**src/rtl/ram_arbiter.sv**
```systemverilog
// Arbitrates one block-RAM read port between a display client and a host, plus a write
// port shared between host writes and a full-memory clear sweep.
module ram_arbiter #(
  parameter int            W         = 8,
  parameter int            L         = 32,
  parameter logic [W-1:0]  CLEAR_VAL = '0,
  localparam int           AW        = (L > 1) ? $clog2(L) : 1
) (
  input  logic          clk,
  input  logic          rst,
  input  logic          disp_req,
  input  logic [AW-1:0] disp_addr,
  output logic          disp_valid,
  output logic [W-1:0]  disp_data,
  input  logic          host_valid,
  input  logic          host_we,
  input  logic [AW-1:0] host_addr,
  input  logic [W-1:0]  host_wdata,
  output logic          host_ready,
  output logic          resp_valid,
  output logic [W-1:0]  resp_data,
  input  logic          clear_start,
  output logic          clear_busy,
  output logic          clear_done,
  output logic [AW-1:0] ram_rd_addr,
  input  logic [W-1:0]  ram_rd_data,
  output logic          ram_wr_ena,
  output logic [AW-1:0] ram_wr_addr,
  output logic [W-1:0]  ram_wr_data
);
  typedef enum logic [1:0] {IDLE, CLEAR, DONE} state_t;

  localparam logic [AW-1:0] LAST = AW'(L - 1);

  state_t        state;
  logic [AW-1:0] cnt;
  logic          cmd_ok, host_rd_grant, host_wr_grant;

  // Host commands only land in IDLE, and a same-cycle clear_start takes precedence.
  assign cmd_ok        = host_valid && !rst && (state == IDLE) && !clear_start;
  assign host_wr_grant = cmd_ok && host_we;
  assign host_rd_grant = cmd_ok && !host_we && !disp_req;
  assign host_ready    = host_wr_grant || host_rd_grant;

  assign ram_rd_addr = disp_req ? disp_addr : host_addr;
  assign disp_data   = ram_rd_data;
  assign resp_data   = ram_rd_data;

  // Writes are suppressed during reset so an aborted sweep leaves the current row untouched.
  always_comb begin
    ram_wr_ena  = 1'b0;
    ram_wr_addr = host_addr;
    ram_wr_data = host_wdata;
    if (!rst && state == CLEAR) begin
      ram_wr_ena  = 1'b1;
      ram_wr_addr = cnt;
      ram_wr_data = CLEAR_VAL;
    end else if (host_wr_grant) begin
      ram_wr_ena  = 1'b1;
    end
  end

  always_ff @(posedge clk) begin
    if (rst) begin
      state      <= IDLE;
      cnt        <= '0;
      clear_busy <= 1'b0;
      clear_done <= 1'b0;
      disp_valid <= 1'b0;
      resp_valid <= 1'b0;
    end else begin
      disp_valid <= disp_req;
      resp_valid <= host_rd_grant;
      case (state)
        IDLE: if (clear_start) begin
          state      <= CLEAR;
          cnt        <= '0;
          clear_busy <= 1'b1;
        end
        CLEAR: begin
          cnt <= cnt + AW'(1);
          if (cnt == LAST) begin
            state      <= DONE;
            cnt        <= '0;
            clear_busy <= 1'b0;
            clear_done <= 1'b1;
          end
        end
        DONE: begin
          state      <= IDLE;
          clear_done <= 1'b0;
        end
        default: state <= IDLE;
      endcase
    end
  end
endmodule

```
**config.mk**
```make
export PLATFORM = sky130hd
export DESIGN_NAME = ram_arbiter
export DESIGN_NICKNAME = d
export VERILOG_FILES = /design/src/rtl/ram_arbiter.sv
export SDC_FILE = /design/constraint.sdc
export NUM_CORES = 1
export LEC_CHECK = 0
export BUFFER_PORTS_ARGS = -buffer_cell sky130_fd_sc_hd__clkbuf_2
export CORE_MARGIN = 3
export CORE_UTILIZATION = 33
export DETAILED_ROUTE_END_ITERATION = 10
export PLACE_DENSITY = 0.75
export SLEW_MARGIN = 20
export SYNTH_ARGS = -nofsm -noshare
export SYNTH_HDL_FRONTEND = slang
export SYNTH_SLANG_ARGS = --single-unit
export TNS_END_PERCENT = 100
```
**constraint.sdc**
```tcl
create_clock -name clk -period 1.4 [get_ports clk]
set_input_delay 0.21 -clock clk [delete_from_list [all_inputs] [get_ports clk]]
set_output_delay 0.21 -clock clk [all_outputs]
set_load 0.05 [all_outputs]
```
==> metrics.md, run 1 <==
| Metric | Value |
|---|---|
| Post-DR wirelength/cell | `13.8 um` |
| Mean Syn Cell Area | `around 8.9 um^2` |
| Tot GR Track Use | `0.136` |
| CP max FO | `8` |
| FMAX | `between 0.6 and 0.7 GHz` |
| CP Class | `register to primary output` |
| Clk buf depth | `2` |
| I/O Buffers | `47` |
| Total of warnings raised by yosys | `0` |
| Cell count after synthesis | `between 90 and 100` |
| Worst setup margin | `-0.242 ns` |
| Synth Cell Area | `~810 um^2` |
| CTS clk-pin slew, worst paths | `about 0.07 ns` |
| Antenna Nets Post-Route | `0` |
| Core area | `2280 um^2` |
| DRT Pass-1 Iters | `4` |
| Largest net degree at the start of global routing | `9` |
| DIE WIDTH | `55.5 um` |
| Post-Route WL | `about 2200 um` |
| DP HPWL | `~1500 um` |
| Crit share post-route | `1.17` |
| RePlAce Congestion | `0.749` |
| Initial DRC Count | `23` |
| Post-layout util | `0.546` |
| Outcome | `finished with violations` |
| Layout cells sized above 1 | `0.664` |
| Number of max-cap violations | `0` |
| Die height | `roughly 55 um` |
| RSZ-0062 raised after global routing | `true` |
| Hold WC Path Type | `input port to register` |
| # setup viols final | `15` |
| Req. time, crit path | `around 1.2 ns` |
| Die area | `3070 um^2` |
| # diodes | `0` |
| Hold_ws | `about 0.12 ns` |
| PwrDens | `between 700 and 800 nW/um^2` |
| First-pass GRT wire length | `3350 um` |
| CTS root buffer | `clkbuf_4` |
| Total Power | `around 1 mW` |
| Seq cells post-synth | `11` |
| Peak supply drop | `roughly 0.00046 V` |
| TNS Setup | `-2.96 ns` |
| Net Count, Synth | `125` |
| Slew @ Worst Pin | `0.291 ns` |
| Max-slew headroom | `0.807` |
| Fillers | `about 200` |
| Num ports | `slightly above 70` |
| Total CTS buffers | `3` |
| Setup Skew | `around 0.006 ns` |
| Pleak | `around 0.62 nW` |
| Register area share after synthesis | `0.273` |
| CP Capture Type | `primary output` |
| Vias in the first global route | `703` |
| DRC | `0` |
| Clk sinks | `11` |
| Hold_buf cts | `0` |
| Post-synth cell types | `24` |
| Failing checks | `negative setup slack` |
| CTS tree | `done` |
| Pins Over Slew Limit | `0` |
| Final #Nets | `roughly 170` |
| Tmin final | `around 1.6 ns` |
| Fin. Hold Viols | `0` |
| Global route overflow | `0` |
| Syn-to-layout area delta | `54.0%` |
| Worst Path Arrival | `between 1 and 1.5 ns` |
| Critical Path Source Type | `register` |
| Vias per inst | `4.66` |
| H-tree level count | `1` |
| Initial core utilization | `0.355` |
| Initial antenna violation count | `0` |
| Clock Latency Late Sink | `roughly 0.27 ns` |
| Via total after detailed routing | `approximately 740` |
| Dpl ws | `-0.0142 ns` |
| Std-Cell Rows | `17` |
[layout make-up]
type                    count  area (um^2)  share of cell area
clock buffers               4         26.3              0.0211
inverters                   3         11.3             0.00906
multi-input cells          56          531               0.427
flip-flops and latches     11          221               0.178
well taps                  28         35.0              0.0282
repair buffers             57          418               0.336
[power by group]
part	switching (mW)	total [mW]	internal (mW)
Combinational	0.263	0.436	0.174
Clock	0.111	0.221	0.110
Sequential	0.00581	0.328	0.322
[final timing paths]
kind              start             end  slack (ns)  cells after the start
min reg2reg  clear_done      clear_done        0.49                      2
max            state[1]  ram_wr_addr[2]       -0.24                      4
min             host_we      resp_valid        0.12                      2
max reg2reg    state[1]          cnt[3]        0.05                      5
[metal layers]
metal	global-route usage	wire length, um
met2	0.225	1160
met1	0.159	831
met3	0.0607	181
met5	0	0
met4	0.0347	21
[layout by cell type, fill, tap and decap left out, types with 2 or more instances in the layout]
cell type	n
mux2_4	5
dfxtp_1	10
nor3_1	2
clkbuf_2	32
buf_8	6
a22o_1	2
o21bai_1	2
mux2_2	5
and3_1	2
inv_1	3
clkbuf_4	11
buf_4	8
o21ai_0	3
buf_6	2
nor2_1	2
or3_1	2
nor2b_1	3
nor2b_2	2
nor2b_4	6
mux2i_1	2
a21oi_1	4
[cell usage after synthesis, drive strengths merged]
master	number	share of area
a21oi	5	0.031
a22o	2	0.022
a32oi	1	0.011
and2	1	0.011
and2b	1	0.0093
and3	2	0.016
buf	20	0.20
clkbuf	1	0.0046
dfxtp	11	0.27
ha	2	0.031
inv	3	0.014
mux2	10	0.14
mux2i	2	0.025
nand2b	1	0.0078
nand3	2	0.012
nor2	4	0.022
nor2b	11	0.085
nor3	2	0.012
o21ai	4	0.025
o21bai	4	0.037
or3	2	0.016
[flip-flops by register name (all words and copies together) (netlist names)]
| signal | count |
|---|---|
| clear_busy | 1 |
| clear_done | 1 |
| cnt | 5 |
| disp_valid | 1 |
| resp_valid | 1 |
| state | 2 |
[metrics by stage]
stage / std cells / instance area [um^2]
after floorplan: 91 / 865
after global placement: 153 / 1030
after detailed placement: 153 / 1030
after CTS: 158 / 1190
after global routing: 159 / 1240
final: 159 / 1240
[cell families (layout without fill, tap and decap cells)]
kind of cell             count (synthesis)  in the layout  synth area share
adder cells (fa/ha/maj)                  2              2            0.0310
AND/OR/NAND/NOR                         26             26             0.191
AO/OA/AOI/OAI                           16             16             0.126
buffers and inverters                   24             64             0.215
flip-flops                              11             11             0.273
multiplexers                            12             12             0.164
[worst max-delay path, stage by stage (launching register included)]
cell and delay, ns:
dfxtp_2 0.33, nor2_4 0.09, and2_4 0.23, mux2_4 0.33, clkbuf_16 0.17
[what timing repair did]
item	in CTS	in global routing
setup endpoints to repair	15	19
gates cloned	0	0
setup buffers	1	1
pin swaps	3	1
resized for setup	32	14
Note: power is estimated with default switching activity, not from simulation.
==> run 2, diff against run 1 <==
CORE_UTILIZATION = 30   (was 33)
PLACE_DENSITY = 0.69   (was 0.75)
==> run 2 against run 1 <==
The run still ends with negative setup slack left. Register-to-register slack about the same. Core utilization down 1.1 points. Die area up 8.9%.
==> metrics.md, run 2 (same netlist as run 1, synthesis figures left out) <==
| Metric | Value |
|---|---|
| Pins Over Slew Limit | `0 (unchanged)` |
| Multi-input logic area | `541 um^2 (+1.9%)` |
| Largest net degree at the start of global routing | `9 (unchanged)` |
| Peak supply drop | `0.000501 V (+8.3%)` |
| CTS tree | `done` |
| PwrDens | `764 nW/um^2 (-3.7%)` |
| Dpl ws | `-0.204 ns (-0.189 ns)` |
| Core area | `2520 um^2 (+11%)` |
| Met3 Track Usage GR | `0.0557 (-0.00507)` |
| Global route overflow | `0 (unchanged)` |
| Post-layout util | `0.535 (-0.0112)` |
| Busiest layer in global routing | `met2` |
| Std-Cell Rows | `18 (+1)` |
| Hold path depth | `2 (unchanged)` |
| CTS root buffer | `clkbuf_4` |
| Max FFs per register | `5 (unchanged)` |
| Initial DRC Count | `13 (-43%)` |
| Area post-placement | `1030 um^2 (+0.24%)` |
| H-tree level count | `1 (unchanged)` |
| DRC | `0 (unchanged)` |
| Fin. Hold Viols | `0 (unchanged)` |
| Most common cell after layout, fill and taps aside | `clkbuf_2` |
| CTS clk-pin slew, worst paths | `0.06 ns (about the same)` |
| Max-slew headroom | `0.813 (+0.00649)` |
| Post-route cell area | `1350 um^2 (+8.6%)` |
| Fillers | `228 (+11%)` |
| DP HPWL | `1570 um (+2.4%)` |
| Initial core utilization | `0.320 (-0.0346)` |
| I/O Buffers | `47 (unchanged)` |
| Hold_buf cts | `0 (unchanged)` |
| CP Capture Type | `primary output` |
| Failing checks | `negative setup slack` |
| FF-to-FF Start | `cnt[0]` |
| Post-Route WL | `2480 um (+13%)` |
| Flop2flop setup slack | `0.06 ns (about the same)` |
| Outcome | `finished with violations` |
| Vias in the first global route | `849 (+21%)` |
| Via total after detailed routing | `808 (+9.0%)` |
| Num ports | `72 (unchanged)` |
| Number of max-cap violations | `0 (unchanged)` |
| Initial antenna violation count | `0 (unchanged)` |
| RSZ-0062 raised after global routing | `true` |
| Reg2reg path depth | `6 (+1)` |
| Clk buf depth | `2 (unchanged)` |
| # setup viols final | `15 (unchanged)` |
| Vias per inst | `4.87 (+4.4%)` |
| Worst Path Arrival | `1.44 ns (about the same)` |
| Tot GR Track Use | `0.150 (+0.0141)` |
| GR Layer Usage met2 | `0.239 (+0.0140)` |
| FMAX | `0.608 GHz (-0.18%)` |
| Syn-to-layout area delta | `67.1%` |
| Clk sinks | `11 (unchanged)` |
| Worst hold start | `host_we` |
| Top reg by flops | `cnt` |
| Hold WC Path Type | `input port to register` |
| Slew @ Worst Pin | `0.281 ns (-0.00978 ns)` |
| DRT Pass-1 Iters | `4 (unchanged)` |
| Die height | `57.9 um (+4.4%)` |
| Worst r2r dst | `cnt[0]` |
| Final #Nets | `171 (+3.0%)` |
| Crit share post-route | `1.18 (+0.00217)` |
| Pleak | `0.668 nW (+8.5%)` |
| Post-DR wirelength/cell | `15.0 um (+8.5%)` |
| Tmin final | `1.65 ns (+0.00304 ns)` |
| Clock Latency Late Sink | `0.27 ns (about the same)` |
| CP max FO | `5 (-3)` |
| Critical Path Source Type | `register` |
| First-pass GRT wire length | `3840 um (+15%)` |
| Antenna Nets Post-Route | `0 (unchanged)` |
| Worst setup margin | `-0.245 ns (-0.00304 ns)` |
| Sequential Area | `223 um^2 (+0.57%)` |
| Regs by FF count | `cnt x5, state x2` |
| DIE WIDTH | `57.9 um (+4.4%)` |
| Setup Skew | `0.00111 ns (-0.00483 ns)` |
| Commonest non-fill, non-tap cells in the layout | `32 x clkbuf_2, 13 x buf_8, 11 x buf_4` |
| # diodes | `0 (unchanged)` |
| CP Class | `register to primary output` |
| Req. time, crit path | `1.19 ns (about the same)` |
| Layout cells sized above 1 | `0.684 (+0.0197)` |
| RePlAce Congestion | `0.666 (-11%)` |
| Total CTS buffers | `3 (unchanged)` |
| Hold Path Sink | `resp_valid` |
| M1 GR Usage | `0.185 (+0.0262)` |
| Die area | `3350 um^2 (+8.9%)` |
-- run 2: where the power goes --
part	total [mW]	leakage, nW	internal [mW]	switching [mW]
Clock	0.213	0.0150	0.110	0.103
Sequential	0.329	0.0905	0.323	0.00639
Combinational	0.487	0.563	0.211	0.277
-- run 2: metrics by stage --
stage                     hold WS [ns]  cells  setup TNS, ns  power, mW
after floorplan                  0.279     91         -0.430      0.728
after global placement           0.388    155         -0.774      0.695
after detailed placement         0.393    155          -1.06      0.701
after CTS                        0.104    165          -2.70       1.01
after global routing             0.109    166          -3.45       1.09
final                            0.115    166          -2.66       1.03
-- run 2: how the worst max path moves through the flow --
| stage | start | end | slack (ns) | cells after the start |
|---|---|---|---|---|
| global route | state[1] | ram_wr_addr[0] | -0.30 | 4 |
| detailed placement | state[1] | ram_wr_addr[0] | -0.20 | 4 |
| floorplan | state[1] | ram_wr_data[0] | -0.14 | 6 |
| CTS | state[1] | ram_wr_addr[0] | -0.25 | 4 |
| global placement | state[1] | ram_wr_addr[3] | -0.16 | 4 |
| finish | state[1] | ram_wr_addr[0] | -0.25 | 4 |
-- run 2: metal layers --
metal	vias to the layer above	share of wire
li1	384	-
met5	-	0
met4	0	0.027
met2	29	0.53
met3	14	0.072
met1	381	0.37
-- run 2: cell type report --
cell class / instances / area share
Inverter: 3 / 0.00835
Tap cell: 30 / 0.0278
Clock buffer: 4 / 0.0195
Sequential cell: 11 / 0.165
Multi-Input combinational cell: 57 / 0.401
Timing Repair Buffer: 61 / 0.378
-- run 2: timing repair --
action,CTS,global route
gates cloned,1,0
buffers inserted,5,1
endpoints found under the setup margin,15,21
resized for setup,45,19
pin swaps,2,0
-- run 2: critical path, stage by stage (launching register included) --
cell and delay, ns:
dfxtp_2 0.34, nor2_4 0.11, and2_4 0.22, mux2_4 0.32, clkbuf_16 0.17
==> run 3, diff against run 2 <==
PLACE_DENSITY = 0.74   (was 0.69)
clock period = 1.9 ns   (was 1.4 ns; I/O delays follow)
==> run 3 against run 2 <==
The run now ends clean. Total power down 36%. Hold slack better by 0.067 ns. Register-to-register slack better by 0.36 ns. Critical endpoint is now ram_wr_addr[4]. Highest routed layer unchanged.
==> metrics.md, run 3 (same netlist as run 1, synthesis figures left out) <==
| Metric | Value |
|---|---|
| Outcome | `finished, final reports clean` |
| CTS tree | `done` |
| First-pass GRT wire length | `3020 um (-21%)` |
| Max FFs per register | `5 (unchanged)` |
| Num ports | `72 (unchanged)` |
| FMAX | `0.542 GHz` |
| Critical Path Source Type | `register` |
| M1 GR Usage | `0.118 (-0.0671)` |
| Hold WC Path Type | `input port to register` |
| FF-to-FF Start | `cnt[0]` |
| Via total after detailed routing | `726 (-10%)` |
| Vias in the first global route | `693 (-18%)` |
| PwrDens | `678 nW/um^2 (-11%)` |
| DP HPWL | `1600 um (+1.6%)` |
| # setup viols final | `0 (-15)` |
| Hold_buf cts | `0 (unchanged)` |
| H-tree level count | `1 (unchanged)` |
| Clock Latency Late Sink | `0.27 ns (about the same)` |
| Syn-to-layout area delta | `19.7%` |
| Global route overflow | `0 (unchanged)` |
| Pleak | `0.486 nW (-27%)` |
| CP max FO | `13 (+8)` |
| Worst r2r dst | `cnt[3]` |
| Hold Path Sink | `resp_valid` |
| Buf+Inv Stages, Crit Path | `1 (unchanged)` |
| Dpl ws | `0.187 ns (+0.391 ns)` |
| Largest net degree at the start of global routing | `17 (+8)` |
| DRT Pass-1 Iters | `2 (-2)` |
| DIE WIDTH | `57.9 um (unchanged)` |
| Std-Cell Rows | `18 (unchanged)` |
| GR Layer Usage met2 | `0.203 (-0.0355)` |
| Die area | `3350 um^2 (unchanged)` |
| Fin cells | `154 (-7.2%)` |
| Tot GR Track Use | `0.115 (-0.0353)` |
| Worst Path Arrival | `1.56 ns (+0.12 ns)` |
| Setup Skew | `0.00235 ns (+0.00123 ns)` |
| Initial antenna violation count | `0 (unchanged)` |
| Initial DRC Count | `14 (+1)` |
| Slowest cell on the critical path | `mux2_2` |
| Slew @ Worst Pin | `0.360 ns (+0.0789 ns)` |
| Pins Over Slew Limit | `0 (unchanged)` |
| Busiest layer in global routing | `met2` |
| Final #Nets | `159 (-7.0%)` |
| Die height | `57.9 um (unchanged)` |
| Reg2reg path depth | `6 (unchanged)` |
| Flop2flop setup slack | `0.42 ns (+0.36 ns)` |
| Post-layout util | `0.383 (-0.152)` |
| Clk sinks | `11 (unchanged)` |
| Req. time, crit path | `1.62 ns (+0.43 ns)` |
| Post-DR wirelength/cell | `12.7 um (-15%)` |
| Layout cells sized above 1 | `0.524 (-0.160)` |
| Placed cells | `149 (-3.9%)` |
| Crit share post-route | `0.970` |
| Total CTS buffers | `3 (unchanged)` |
| Top reg by flops | `cnt` |
| Hold_ws | `0.182 ns (+0.0666 ns)` |
| CP Capture Type | `primary output` |
| Clk buf depth | `2 (unchanged)` |
| Crit-path leading delay family | `simple AND/OR/NAND/NOR gates` |
| I/O Buffers | `47 (unchanged)` |
| CTS clk-pin slew, worst paths | `0.07 ns (about the same)` |
| Met3 Track Usage GR | `0.0312 (-0.0245)` |
| RePlAce Congestion | `0.676 (+1.6%)` |
| Fin. Hold Viols | `0 (unchanged)` |
| Vias per inst | `4.71 (-3.1%)` |
| CTS root buffer | `clkbuf_4` |
| Regs by FF count | `cnt x5, state x2` |
| Worst setup margin | `0.0563 ns (+0.302 ns)` |
| Post-Route WL | `1950 um (-21%)` |
| DRC | `0 (unchanged)` |
| RSZ-0062 raised after global routing | `false` |
| Peak supply drop | `0.000317 V (-37%)` |
| Antenna Nets Post-Route | `0 (unchanged)` |
| Max-slew headroom | `0.759 (-0.0539)` |
| Initial core utilization | `0.320 (unchanged)` |
| Cell Chain, Critical Path | `nor2_2 > and2_4 > mux2_2 > clkbuf_2` |
| # diodes | `0 (unchanged)` |
| CP Class | `register to primary output` |
| TNS Setup | `0 ns (+2.66 ns)` |
| Number of max-cap violations | `0 (unchanged)` |
| Commonest non-fill, non-tap cells in the layout | `44 x clkbuf_2, 11 x nor2b_1, 11 x dfxtp_1` |
| Worst hold start | `host_we` |
| CP max stage delay | `0.35 ns (about the same)` |
| Core area | `2520 um^2 (unchanged)` |
| Most common cell after layout, fill and taps aside | `clkbuf_2` |
| Hold path depth | `2 (unchanged)` |
| Fillers | `262 (+15%)` |
| Tmin final | `~1.8 ns` |
==> run 3: cell count changes in the layout (fill, tap and decap cells not counted), sizes merged <==
cell	delta
and2	-1
buf	-21
clkbuf	+10
==> run 3: how the worst max path moves through the flow <==
stage / from / endpoint / cells after the start / slack, ns
final: state[1] / ram_wr_addr[4] / 4 / 0.06
after global routing: state[1] / ram_wr_addr[4] / 4 / 0.003
after CTS: state[1] / ram_wr_addr[0] / 4 / 0.02
after detailed placement: rst / ram_wr_addr[0] / 5 / 0.19
after global placement: rst / ram_wr_addr[2] / 5 / 0.22
after floorplan: state[1] / ram_wr_data[0] / 6 / 0.07
==> run 3: area by class of cell <==
class / count / area (um^2) / area share
repair buffers: 50 / 258 / 0.267
flip-flops and latches: 11 / 220 / 0.228
inverters: 3 / 11.3 / 0.0117
well taps: 30 / 37.5 / 0.0389
multi-input cells: 56 / 413 / 0.427
clock buffers: 4 / 26.3 / 0.0272
==> run 3: what timing repair did <==
action | in CTS | in global routing
buffers inserted | 0 | 1
gates resized for setup | 0 | 3
endpoints found under the hold margin | 0 | 0
setup endpoints to repair | 0 | 5
==> run 3: layer usage <==
layer | routed length (um) | vias to the layer above
li1 | - | 359
met1 | 716 | 342
met2 | 1060 | 17
met3 | 121 | 8
met4 | 55 | 0
met5 | 0 | -
==> run 3: report_power, final <==
group	leakage, nW	switching (mW)	internal, mW
sequential	0.0898	0.00537	0.238
combinational	0.381	0.172	0.0741
clock	0.0150	0.0840	0.0814
total	0.486	0.262	0.393
==> run 3: per-stage QoR <==
stage | power (mW) | cell area (um^2)
global placement | 0.488 | 932
global route | 0.683 | 966
detailed placement | 0.494 | 932
CTS | 0.659 | 958
floorplan | 0.522 | 807
finish | 0.654 | 966
==> run 3: worst register-to-register path, delay by kind of cell (launching register included) <==
family,cells,cell delay [ns]
flops,1,0.43
fa+ha+maj,2,0.41
compound gates,2,0.27
simple gates,1,0.17
mux,1,0.09
